[src/rtl/sumador_pkg.sv]
// Shared definitions for the pipelined adder/subtractor.
//   flags_t   : status flags produced with every result
//   chunk_ok  : parameter legality check used at elaboration time
package sumador_pkg;

    typedef struct packed {
        logic c_out;
        logic ovf;
        logic zero;
        logic neg;
    } flags_t;

    // Operand width must be at least 2 and split evenly into CHUNK-bit slices.
    function automatic bit chunk_ok(input int n, input int chunk);
        return (n >= 2) && (chunk > 0) && ((n % chunk) == 0);
    endfunction

endpackage

[src/rtl/sumador_etapa.sv]
// One CHUNK-bit pipeline stage of sumador_segmentado.
//   clk, rst_n        : clock, asynchronous active-low reset
//   i_valid / o_valid : valid from the previous stage / this stage's valid
//   i_en_next / o_en  : load enable of the next stage / of this stage
//   i_a, i_b          : operand A and (possibly inverted) operand B, full width
//   i_sum             : partial sum, slices below IDX already filled in
//   i_carry, i_zero   : carry into slice IDX, running "all lower slices zero"
//   o_*               : registered copies handed to the next stage
module sumador_etapa
    import sumador_pkg::*;
#(
    parameter int N     = 8,
    parameter int CHUNK = 4,
    parameter int IDX   = 0
) (
    input  logic         clk,
    input  logic         rst_n,
    input  logic         i_valid,
    input  logic         i_en_next,
    output logic         o_en,
    input  logic [N-1:0] i_a,
    input  logic [N-1:0] i_b,
    input  logic [N-1:0] i_sum,
    input  logic         i_carry,
    input  logic         i_zero,
    output logic         o_valid,
    output logic [N-1:0] o_a,
    output logic [N-1:0] o_b,
    output logic [N-1:0] o_sum,
    output logic         o_carry,
    output logic         o_zero
);

    logic [CHUNK:0] w_slice;
    logic [N-1:0]   w_sum_next;

    logic           r_valid;
    logic [N-1:0]   r_a;
    logic [N-1:0]   r_b;
    logic [N-1:0]   r_sum;
    logic           r_carry;
    logic           r_zero;

    // Behavioural slice adder; the extra MSB is the carry out of the slice.
    assign w_slice = {1'b0, i_a[IDX*CHUNK +: CHUNK]}
                   + {1'b0, i_b[IDX*CHUNK +: CHUNK]}
                   + {{CHUNK{1'b0}}, i_carry};

    // NOTE: every always_comb output gets a full default first, so a partial
    // update below can never leave a path that infers a latch.
    always_comb begin
        w_sum_next = i_sum;
        w_sum_next[IDX*CHUNK +: CHUNK] = w_slice[CHUNK-1:0];
    end

    // A stage can load when it is empty or when its contents move on this edge.
    assign o_en = !r_valid || i_en_next;

    // NOTE: state uses non-blocking assignments so every stage samples the
    // previous stage's pre-edge value; blocking here would shoot data through.
    // NOTE: the data registers are reset as well as the valid bit, so the
    // outputs read all-zero after reset rather than stale operands.
    always_ff @(posedge clk or negedge rst_n) begin
        if (!rst_n) begin
            r_valid <= 1'b0;
            r_a     <= '0;
            r_b     <= '0;
            r_sum   <= '0;
            r_carry <= 1'b0;
            r_zero  <= 1'b0;
        end else if (o_en) begin
            r_valid <= i_valid;
            // Bubbles only clear the valid bit; data is left untouched.
            if (i_valid) begin
                r_a     <= i_a;
                r_b     <= i_b;
                r_sum   <= w_sum_next;
                r_carry <= w_slice[CHUNK];
                r_zero  <= i_zero && (w_slice[CHUNK-1:0] == '0);
            end
        end
    end

    assign o_valid = r_valid;
    assign o_a     = r_a;
    assign o_b     = r_b;
    assign o_sum   = r_sum;
    assign o_carry = r_carry;
    assign o_zero  = r_zero;

endmodule

[src/rtl/sumador_segmentado.sv]
// Pipelined N-bit adder/subtractor, CHUNK bits per stage, valid/ready on both
// sides, one operation per cycle, latency N/CHUNK cycles.
//   clk, rst_n          : clock, asynchronous active-low reset
//   in_valid / in_ready : operand handshake (in_ready may depend on out_ready)
//   a, b, c_in, sub     : sub=0 -> a+b+c_in, sub=1 -> a+~b+c_in
//   out_valid/out_ready : result handshake
//   sum, c_out, ovf, zero, neg : result and flags, straight from registers
module sumador_segmentado
    import sumador_pkg::*;
#(
    parameter int N     = 8,
    parameter int CHUNK = 4
) (
    input  logic         clk,
    input  logic         rst_n,
    input  logic         in_valid,
    output logic         in_ready,
    input  logic [N-1:0] a,
    input  logic [N-1:0] b,
    input  logic         c_in,
    input  logic         sub,
    output logic         out_valid,
    input  logic         out_ready,
    output logic [N-1:0] sum,
    output logic         c_out,
    output logic         ovf,
    output logic         zero,
    output logic         neg
);

    localparam int STAGES = N / CHUNK;

    if (!chunk_ok(N, CHUNK)) begin : g_bad_params
        $error("sumador_segmentado: N must be >= 2 and a multiple of CHUNK");
    end

    typedef struct packed {
        logic [N-1:0] sum;
        flags_t       flags;
    } result_t;

    // Index k is the input of stage k; index STAGES is the last stage's output.
    logic [STAGES:0][N-1:0] w_a;
    logic [STAGES:0][N-1:0] w_b;
    logic [STAGES:0][N-1:0] w_sum;
    logic [STAGES:0]        w_carry;
    logic [STAGES:0]        w_zero;
    logic [STAGES:0]        w_valid;
    logic [STAGES:0]        w_en;
    result_t                w_res;

    assign w_a[0]       = a;
    assign w_b[0]       = sub ? ~b : b;
    assign w_sum[0]     = '0;
    assign w_carry[0]   = c_in;
    assign w_zero[0]    = 1'b1;
    assign w_valid[0]   = in_valid;
    assign w_en[STAGES] = out_ready;

    for (genvar k = 0; k < STAGES; k++) begin : g_etapa
        sumador_etapa #(
            .N     (N),
            .CHUNK (CHUNK),
            .IDX   (k)
        ) u_etapa (
            .clk       (clk),
            .rst_n     (rst_n),
            .i_valid   (w_valid[k]),
            .i_en_next (w_en[k+1]),
            .o_en      (w_en[k]),
            .i_a       (w_a[k]),
            .i_b       (w_b[k]),
            .i_sum     (w_sum[k]),
            .i_carry   (w_carry[k]),
            .i_zero    (w_zero[k]),
            .o_valid   (w_valid[k+1]),
            .o_a       (w_a[k+1]),
            .o_b       (w_b[k+1]),
            .o_sum     (w_sum[k+1]),
            .o_carry   (w_carry[k+1]),
            .o_zero    (w_zero[k+1])
        );
    end

    // Only the sign bits of the delayed operands matter after the last stage.
    logic w_unused_low_bits;
    assign w_unused_low_bits = ^{w_a[STAGES][N-2:0], w_b[STAGES][N-2:0]};

    // Flags are pure functions of last-stage registers; nothing from the inputs.
    assign w_res.sum         = w_sum[STAGES];
    assign w_res.flags.c_out = w_carry[STAGES];
    assign w_res.flags.ovf   = (w_a[STAGES][N-1] == w_b[STAGES][N-1])
                            && (w_sum[STAGES][N-1] != w_a[STAGES][N-1]);
    assign w_res.flags.zero  = w_zero[STAGES];
    assign w_res.flags.neg   = w_sum[STAGES][N-1];

    assign in_ready  = w_en[0];
    assign out_valid = w_valid[STAGES];
    assign sum       = w_res.sum;
    assign c_out     = w_res.flags.c_out;
    assign ovf       = w_res.flags.ovf;
    assign zero      = w_res.flags.zero;
    assign neg       = w_res.flags.neg;

endmodule

[config.mk]
export PLATFORM = sky130hd
export DESIGN_NAME = sumador_segmentado
export DESIGN_NICKNAME = d
export VERILOG_FILES = /design/src/rtl/sumador_pkg.sv /design/src/rtl/sumador_etapa.sv /design/src/rtl/sumador_segmentado.sv
export SDC_FILE = /design/constraint.sdc
export NUM_CORES = 1
export LEC_CHECK = 0
export ABC_AREA = 1
export CAP_MARGIN = 20
export CORE_ASPECT_RATIO = 0.5
export CORE_MARGIN = 3
export CORE_UTILIZATION = 30
export CTS_BUF_LIST = sky130_fd_sc_hd__clkbuf_4 sky130_fd_sc_hd__clkbuf_8 sky130_fd_sc_hd__clkbuf_16
export DETAILED_ROUTE_END_ITERATION = 10
export GPL_TIMING_DRIVEN = 0
export PLACE_DENSITY = 0.65
export SLEW_MARGIN = 25
export SYNTH_ARGS = -nofsm -noshare
export SYNTH_HDL_FRONTEND = slang
export SYNTH_SLANG_ARGS = --single-unit
[constraint.sdc]
create_clock -name clk -period 3 [get_ports clk]
set_clock_uncertainty 0.2 [all_clocks]
set_input_delay 0.6 -clock clk [delete_from_list [all_inputs] [get_ports clk]]
set_output_delay 0.6 -clock clk [all_outputs]
set_load 0.005 [all_outputs]
==> results.py <==
metrics = {
    "run_status": {
        "run_status": "finished, final reports clean",
    },
    "critical_path": {
        "crit_slowest_cell": "clkdlybuf4s50_1",
        "setup.worst_path.class": "in2out",
        "required_ps": 2200,
        "cp_slowest_stage_delay_ps": 520,
        "crit_chain": "clkdlybuf4s50_1 -> inv_1 -> nand3_2 -> clkdlybuf4s50_1",
        "path_max_fanout": 4,
        "path_common_cell": "clkdlybuf4s50_1",
        "worstPathArrival_ps": 1750,
        "cp-start-kind": "input pin",
        "reg2reg_depth": 6,
        "endpoint_kind": "output port",
    },
    "sta": {
        "finalSetupTns_ps": 0,
        "finalMaxSlewViolations": 0,
        "period_needed_ps": 2550,
        "finalCritPeriodShare_pct": 85.00,
        "hold_ws_ps": 120.4,
        "rsz0062_at_grt": "no",
        "tightest_slew_ps": 622.9,
        "finalHoldViolCount": 0,
        "max_freq_ghz": 0.3921,
        "setup_viol": 0,
        "slew_headroom_pct": 58.47,
    },
    "logic_synthesis": {
        "synth_area_per_cell_um2": 9.339,
        "synthCells": 166,
        "syn_area_um2": 1550,
        "syn_nets": 198,
        "yosysWarnings": 0,
        "synth_seq_cells": 28,
        "ys_types": 29,
        "ys_seq_area_share_pct": 45.20,
    },
    "floorplan": {
        "die_h_um": 56.83,
        "die-area_um2": 6118,
        "start_util_pct": 33.13,
        "fp-row-count": 17,
        "die_x_um": 107.7,
        "core_um2": 4679,
        "io_pins": 36,
    },
    "pwr": {
        "p_leak_nw": 0.9714,
        "power.density_nw_per_um2": 659.2,
        "vdd_drop_max_mv": 0.2411,
    },
    "drt": {
        "viasPerCell": 4.230,
        "first_pass_iters": 4,
        "vias": 1142,
        "drt_first_iter_violations": 14,
        "ant_nets": 0,
        "drc": 0,
        "wl_per_cell_um": 11.11,
        "wl_um": 2999,
    },
    "min_path": {
        "min_path_type": "in2async",
    },
    "clock_network": {
        "insertion_delay_ps": 280,
        "cts_made_buffers": 3,
        "hold_buffers": 0,
        "cts-resized-gates": 0,
        "clk_pin_slew_ps": 100,
        "cts_setup_buffers": 0,
        "cts_buffer_depth": 2,
        "cts_tree": "yes",
        "htree_num_levels": 1,
        "cts-root-buf": "clkbuf_8",
        "cts_num_sinks": 28,
    },
    "run": {
        "max-cap-violations": 0,
    },
    "final_layout": {
        "nets": 237,
        "drive_gt1_share_pct": 16.18,
        "fin_area_um2": 2039,
        "area_delta_synth_final_pct": 31.56,
        "antenna_cells": 0,
    },
    "place": {
        "dpl.hpwl_um": 2384,
        "place.port_buffers": 34,
        "placed_area_um2": 1968,
        "place_congestion": 0.8320,
    },
    "grt": {
        "antenna_found_initial": 0,
        "grtUsageTotal_pct": 10.77,
        "grt_pass1_vias": 1137,
        "grt_max_degree": 29,
        "overflow": 0,
        "grt_pass1_wl_um": 5271,
    },
}
worst max-delay path, delay by kind of cell:
family | cells | cell delay (ps)
buffers and inverters | 3 | 1040
and+or+nand+nor | 1 | 120
final timing paths:
kind                                              from                           to  slack (ps)
max                                          out_ready                     in_ready         450
min                                              rst_n  g_etapa[1].u_etapa.o_sum[5]         120
max reg2reg                 g_etapa[0].u_etapa.o_carry   g_etapa[1].u_etapa.o_carry         900
min reg2reg                g_etapa[0].u_etapa.o_sum[0]  g_etapa[1].u_etapa.o_sum[0]         280
max in group asynchronous                        rst_n    g_etapa[0].u_etapa.o_b[4]        2060
min in group clk           g_etapa[0].u_etapa.o_sum[0]  g_etapa[1].u_etapa.o_sum[0]         280
cell families after synthesis:
kind of cell    Yosys count  synth area share [%]
buf+inv                  19                 7.667
compound gates           18                 8.878
flops                    28                 45.20
fa+ha+maj                10                 10.01
xor+xnor                  9                 5.084
simple gates             82                 23.16
Yosys cell counts, drive strengths merged:
cell / n / area [um2]
o21ai: 10 / 83.83
buf: 6 / 70.06
xor2: 4 / 35.03
a31oi: 1 / 12.51
a21oi: 6 / 33.78
nand2: 63 / 259.0
and2: 1 / 6.260
inv: 13 / 48.80
o21a: 1 / 7.510
nor3: 1 / 5.000
nand3b: 2 / 15.01
fa: 4 / 80.08
nor2: 8 / 32.54
xnor2: 5 / 43.79
nand3: 6 / 35.03
nand4: 1 / 6.260
dfrtp: 28 / 700.7
ha: 6 / 75.07
cell usage in the layout (no fill, tap or decap), types with 2 or more instances in the layout:
cell	netlist	layout
xnor2_1	5	5
fa_1	4	4
inv_1	11	11
clkbuf_8	0	3
ha_1	6	6
nand3_1	5	5
nand2_1	56	56
inv_2	2	2
nor2_1	7	7
nand3b_1	2	2
buf_2	1	2
nand2_2	6	6
xor2_1	4	4
buf_6	2	2
a21oi_1	5	5
o21ai_2	9	9
dfrtp_1	28	28
clkdlybuf4s50_1	0	33
registers in the layout (all words and copies together), names as in the netlist:
signal / cells
g_etapa.u_etapa.o_valid: 2
g_etapa.u_etapa.o_carry: 2
g_etapa.u_etapa.o_b: 5
g_etapa.u_etapa.o_a: 5
g_etapa.u_etapa.o_zero: 2
g_etapa.u_etapa.o_sum: 12
metal layers:
layer,up-vias,GRT usage (%),wire [um],share of wire (%)
met1,526,14.48,1498,50
met4,0,4.317,48,1.6
li1,598,-,-,-
met3,4,1.837,96,3.2
met2,14,17.23,1357,45
met5,-,0,0,0
layout make-up:
class                   count  area (um2)
well taps                  66       82.58
fillers                   467        2640
repair buffers             34       335.3
flip-flops and latches     28       700.7
clock inverters             1       30.03
plain buffers               6       70.07
clock buffers               3       41.29
multi-input cells         119       730.7
inverters                  13       48.80
where the power goes:
part	total (mW)	internal [mW]	switching [mW]
Sequential	0.544	0.474	0.0703
Clock	0.297	0.179	0.118
Combinational	0.504	0.276	0.228
through the flow:
| step | util, % | cells | total power, mW | worst slack [ps] |
|---|---|---|---|---|
| final | 43.58 | 270 | 1.344 | 449.9 |
| after global routing | 43.58 | 270 | 1.448 | 368.0 |
| after CTS | 43.58 | 270 | 1.361 | 439.7 |
| after detailed placement | 42.06 | 266 | 1.064 | 292.6 |
| after global placement | 42.17 | 266 | 1.048 | 306.8 |
| after floorplan | - | 166 | 0.8246 | 656.6 |
Power figures use the tool's default switching activity.
